`config.mk`:
```
export PLATFORM = sky130hd
export DESIGN_NAME = vga_timing_gen
export DESIGN_NICKNAME = d
export VERILOG_FILES = /design/src/rtl/vga_timing_gen.sv
export SDC_FILE = /design/constraint.sdc
export NUM_CORES = 1
export LEC_CHECK = 0
export CAP_MARGIN = 10
export CORE_MARGIN = 2
export CORE_UTILIZATION = 58
export DETAILED_ROUTE_END_ITERATION = 10
export GPL_ROUTABILITY_DRIVEN = 0
export PLACE_DENSITY = 0.93
export SLEW_MARGIN = 20
export SYNTH_ARGS = -nofsm -noshare
export SYNTH_HDL_FRONTEND = slang
export SYNTH_SLANG_ARGS = --single-unit
```
`constraint.sdc`:
```
create_clock -name vga_clk -period 6.1 [get_ports vga_clk]
set_input_delay 0.61 -clock vga_clk [delete_from_list [all_inputs] [get_ports vga_clk]]
set_output_delay 0.61 -clock vga_clk [all_outputs]
set_load 0.02 [all_outputs]
```
`src/rtl/vga_timing_gen.sv`:
```
// VGA raster timing: pixel/line counters with registered, zero-skew sync, blank and
// frame-start decodes. All state advances only on pixel-clock-enable cycles.
module vga_timing_gen #(
    parameter int unsigned H_ACTIVE = 640,
    parameter int unsigned H_FP     = 16,
    parameter int unsigned H_SYNC   = 96,
    parameter int unsigned H_BP     = 48,
    parameter int unsigned V_ACTIVE = 480,
    parameter int unsigned V_FP     = 10,
    parameter int unsigned V_SYNC   = 2,
    parameter int unsigned V_BP     = 33,
    parameter bit          SYNC_POL = 1'b0
) (
    input  logic       vga_clk,
    input  logic       Reset,
    input  logic       pix_ce,
    output logic [9:0] DrawX,
    output logic [9:0] DrawY,
    output logic       hs,
    output logic       vs,
    output logic       blank,
    output logic       frame_start
);

    localparam int unsigned HTotal = H_ACTIVE + H_FP + H_SYNC + H_BP;
    localparam int unsigned VTotal = V_ACTIVE + V_FP + V_SYNC + V_BP;

    localparam logic [9:0] HLast = 10'(HTotal - 1);
    localparam logic [9:0] VLast = 10'(VTotal - 1);

    // Decode bounds carry an extra bit so an edge landing exactly on 1024 still compares.
    localparam logic [10:0] HActiveE = 11'(H_ACTIVE);
    localparam logic [10:0] HsStart  = 11'(H_ACTIVE + H_FP);
    localparam logic [10:0] HsEnd    = 11'(H_ACTIVE + H_FP + H_SYNC);
    localparam logic [10:0] VActiveE = 11'(V_ACTIVE);
    localparam logic [10:0] VsStart  = 11'(V_ACTIVE + V_FP);
    localparam logic [10:0] VsEnd    = 11'(V_ACTIVE + V_FP + V_SYNC);

    logic [9:0] hc_q, hc_d;
    logic [9:0] vc_q, vc_d;
    logic       blank_q, blank_d;
    logic       hs_q, hs_d;
    logic       vs_q, vs_d;
    logic       fs_q, fs_d;

    logic [9:0] hc_nx;
    logic [9:0] vc_nx;
    logic       hs_act_nx;
    logic       vs_act_nx;
    logic       blank_nx;

    // Position after one pixel step; hc and vc wrap together at the frame end.
    always_comb begin
        hc_nx = hc_q + 10'd1;
        vc_nx = vc_q;
        if (hc_q == HLast) begin
            hc_nx = '0;
            vc_nx = (vc_q == VLast) ? '0 : vc_q + 10'd1;
        end
    end

    // Outputs are decoded from the next position so they land in the same cycle as DrawX/Y.
    always_comb begin
        hs_act_nx = ({1'b0, hc_nx} >= HsStart) && ({1'b0, hc_nx} < HsEnd);
        vs_act_nx = ({1'b0, vc_nx} >= VsStart) && ({1'b0, vc_nx} < VsEnd);
        blank_nx  = ({1'b0, hc_nx} < HActiveE) && ({1'b0, vc_nx} < VActiveE);
    end

    always_comb begin
        hc_d    = hc_q;
        vc_d    = vc_q;
        blank_d = blank_q;
        hs_d    = hs_q;
        vs_d    = vs_q;
        fs_d    = fs_q;
        if (Reset) begin
            hc_d    = HLast;
            vc_d    = VLast;
            blank_d = 1'b0;
            hs_d    = ~SYNC_POL;
            vs_d    = ~SYNC_POL;
            fs_d    = 1'b0;
        end else if (pix_ce) begin
            hc_d    = hc_nx;
            vc_d    = vc_nx;
            blank_d = blank_nx;
            hs_d    = hs_act_nx ? SYNC_POL : ~SYNC_POL;
            vs_d    = vs_act_nx ? SYNC_POL : ~SYNC_POL;
            fs_d    = (hc_nx == 10'd0) && (vc_nx == 10'd0);
        end
    end

    always_ff @(posedge vga_clk) begin
        hc_q    <= hc_d;
        vc_q    <= vc_d;
        blank_q <= blank_d;
        hs_q    <= hs_d;
        vs_q    <= vs_d;
        fs_q    <= fs_d;
    end

    assign DrawX       = hc_q;
    assign DrawY       = vc_q;
    assign blank       = blank_q;
    assign hs          = hs_q;
    assign vs          = vs_q;
    assign frame_start = fs_q;

endmodule
```
=== Word-level counts from Yosys, hierarchy flattened ===
Cells that the tools add are included.

* Add/subtract/negate cells: 2
* Magnitude comparators: 6
* Equality and inequality tests: 2
* Multiplexer cells: 5
* Reductions and logical operators: 6

{| class="wikitable"
|+ Operator list
! cell !! count
|-
| $mux 10 || 3
|-
| $add 10x1->10 const B || 2
|-
| $eq 10x10->1 const B || 2
|-
| $logic_not 10->1 || 2
|-
| $lt 10x10->1 const B || 2
|-
| $lt 10x9->1 const B || 2
|-
| $ge 10x10->1 const B || 1
|-
| $ge 10x9->1 const B || 1
|-
| $logic_and 1x1->1 || 4
|-
| $mux 1 || 2
|}

* Flip-flop bits (word level): 24
* Bits of input ports: 3
* Output and inout port bits: 24
* Word-level logic and storage cells: 27

=== Depth between registers and ports, before layout ===
* Depth in word-level cells: 6
* Depth in mapped cells: 10
* Mapped depth without buffers: 8

=== Worst setup path before layout ===
No wires, ideal clock.

* Kind: reg2reg
* Start: reg hc_q[0], in the netlist DrawX[0]
* End: reg fs_q, in the netlist frame_start
* Setup time: 84 ps
* Arrival: 2331 ps
* Data required time: 6016 ps
* Path slack: 3685 ps
* Cell stages (with the launch flop): 10
* Path buffers: 2
* Period minus slack after synthesis: 2415 ps
* Cells stage by stage: dfxtp_1 > ha_1 > buf_6 > and4_1 > clkbuf_1 > nand3_2 > a211oi_1 > a31oi_1 > or4_1 > o31ai_2

* Longest elaborated chain between the ends: 4
* Elaborated cells on any way between the ends: 7
* Classes of those cells: add/sub (1); eq/ne (1); mux (2); reduce/logical (3)

{| class="wikitable"
|+ RTL lines
! element !! RTL line !! RTL
|-
| start, declared || 39 || <nowiki>logic [9:0] hc_q, hc_d;</nowiki>
|-
| start signal, assigned || 94 || <nowiki>hc_q <= hc_d;</nowiki>
|-
| $add 10x1->10 or $eq 10x10->1 (tied branches) || 54, 56 ||
|-
| $mux 10 || 56 || <nowiki>if (hc_q == HLast) begin</nowiki>
|-
| $logic_not 10->1 || 89 || <nowiki>fs_d = (hc_nx == 10'd0) && (vc_nx == 10'd0);</nowiki>
|-
| $logic_and 1x1->1 * || 89 ||
|-
| end signal, assigned || 99 || <nowiki>fs_q <= fs_d;</nowiki>
|-
| end, declared || 44 || <nowiki>logic fs_q, fs_d;</nowiki>
|}

Every way passes the cells marked *; elsewhere a longest branch is shown, timed or not.
A chain may end at the register's enable or synchronous reset.

==> impl_results.md <==
* Pwr Total at 0.4281 mW
* Initial antenna violation count at 0
* Clock sinks at 24
* Final Worst Setup Slack at 3.126 ns
* CTS max path bufs at 2
* Area Growth Syn to Fin at 8.745%
* Cell area after synthesis at 1774 um2
* Worst-margin pin slew at 0.6750 ns
* Commonest cells in the netlist: dfxtp_1 (24), nand2_1 (17), nor2_1 (17)
* Final Hold Fails at 0
* ANT cells at 0
* Dpl hpwl at 3.061 mm
* CP Data Required Time at 6.34 ns
* Placed insts at 257
* Fillers at 265
* GR Util All Layers at 26.33%
* Final instance area at 1929 um2
* Main synth FF type: dfxtp_1
* Post-DRT Antenna Nets at 0
* Top-level I/O count at 27
* Number of global-route vias before repair at 1559
* # rows at 20
* Per-cell routed wire length at 16.55 um
* Core area at 2978 um2
* Final setup TNS at 0 ns
* Root buffer cell: clkbuf_4
* Static leakage at 0.7016 nW
* Post-Route WL at 4.303 mm
* Hold slack at 0.4951 ns
* H-tree Lvls at 1
* Die height at 59.31 um
* Share of the synthesized area in the top cell type at 27.08%
* Reg clk slew, reported paths at 0.12 ns
* Gr ovfl total at 0
* Vias at 1759
* Number of setup buffers added after CTS at 0
* Slew Limit Fails at 0
* Clock Skew at 0.01249 ns
* Hold Path Class: flip-flop to flip-flop
* Area post-placement at 1907 um2
* #FFs+latches synth at 24
* CP Launch Type: input port
* Largest net degree at the start of global routing at 18
* Setup crit end kind: flip-flop
* Async SR Flop Fraction at 0%
* TritonRoute pass-1 iters at 5
* Status: completed
* Die area at 3517 um2
* First-pass GRT wire length at 7.196 mm
* Buf/Inv on CP at 2
* Pre-CTS setup slack at 2.889 ns
* Cell Pwr Density at 221.9 nW/um2
* CTS resizes at 0
* Initial DRC Count at 184
* RSZ-0062 raised after global routing: false
* Port bufs at 26
* EDFF count, synth at 0
* Starting Density at 59.58%
* Core Util, Final at 64.79%
* Worst-path fanout max at 14
* Crit-path cells: clkdlybuf4s50_1 > inv_1 > nor4_2 > o211ai_1 > a211oi_1 > o21ai_1 > o31ai_2
* Total CTS buffers at 3
* Worst EP arrival at 3.21 ns
* Tmin final at 2.974 ns
* Highest Clock Rate at 336.3 MHz
* Slew HR at 54.86%
* Post-synth top area cell: dfxtp_1
* Sequential-to-total area share from yosys stat at 27.08%
* Synth top area cells: dfxtp_1 (27%), nand3_1 (3.7%), nand2_1 (3.6%)
* Vias per cell at 6.765
* Critical setup path kind: input port to flip-flop
* Nets at 235
* Count leader, synth: dfxtp_1
* Final setup viols at 0
* Max cap viols at 0
* Finished Layout Cells at 260
* Yosys warning count at 0
* CTS tree: done
* Die width at 59.31 um
* CP peak stage delay at 0.78 ns
* Avg Synthesized Cell Area at 8.139 um2
* CP max stage cell: clkdlybuf4s50_1
* Yosys cell types at 62
* CTS Hold Buffers Added at 0
* # DRC at 0
* Post-route clock period utilization at 48.75%
* Worst-skew pair later-pin latency at 0.31 ns
* Worst vdd rail ir drop at 0.0001598 V
* Cells after Synth at 218
* Share of layout cells above drive strength 1 at 6.167%
* Top Family by Delay on Critical Path: buffers and inverters
* Syn Nets at 224
placed cells by master (no fill, tap or decap), types with 3 or more instances in the layout:
cell type / instances
ha_1: 3
nor3_1: 8
and3_1: 9
o211ai_1: 5
dfxtp_1: 24
xnor2_1: 7
clkdlybuf4s50_1: 26
nand3_1: 13
a211oi_1: 4
inv_1: 7
xor2_1: 3
a21oi_1: 10
and4_1: 3
clkbuf_4: 3
nand4_1: 3
nor2_1: 17
or3_1: 3
nand2_1: 17
o21ai_0: 12
a41oi_1: 3
o31ai_1: 3
registers in the layout, indices dropped and copies added (netlist names):
name	flops
DrawX	10
DrawY	10
blank	1
frame_start	1
hs	1
vs	1
layout make-up:
class | count | area, um2 | share of cell area [%]
Multi-Input combinational cell | 165 | 1087 | 56.36
Clock buffer | 3 | 22.52 | 1.167
Sequential cell | 24 | 480.5 | 24.90
Tap cell | 33 | 41.29 | 2.140
Inverter | 8 | 30.03 | 1.556
Timing Repair Buffer | 27 | 267.8 | 13.88
report_power, final:
part | switching (mW) | total [mW] | internal, mW | leakage (nW)
sequential | 0.0249 | 0.192 | 0.167 | 0.196
combinational | 0.103 | 0.169 | 0.0664 | 0.492
clock | 0.0432 | 0.0663 | 0.0231 | 0.0138
worst reg2reg max path, delay by kind of cell (launching register included):
family / cells / cell delay (ns)
AO/OA/AOI/OAI: 2 / 0.36
adder cells (fa/ha/maj): 1 / 0.36
flip-flops: 1 / 0.42
AND/OR/NAND/NOR: 4 / 1.62
per-layer routing:
metal | global-route usage [%] | part of all wire [%] | up-vias
li1 | - | - | 834
met1 | 35.62 | 43 | 822
met2 | 44.90 | 49 | 94
met3 | 2.183 | 7.2 | 9
met4 | 6.818 | 1.1 | 0
met5 | 0 | 0 | -
final timing paths:
check	startpoint	to	slack, ns	depth (start not counted)
worst max-delay path	pix_ce	frame_start	3.13	7
worst min-delay path	blank	blank	0.50	2
worst max register to register	DrawX[0]	frame_start	3.28	7
worst min register to register	blank	blank	0.50	2
logic make-up (layout without fill, tap and decap cells):
logic type	after synthesis	count (layout)	synth area share, %
flops	24	24	27.08
simple gates	90	90	28.98
compound gates	60	60	24.05
fa+ha+maj	3	3	2.116
mux	2	2	1.199
xor+xnor	10	10	4.937
buf+inv	29	38	11.64
Power figures use the tool's default switching activity.
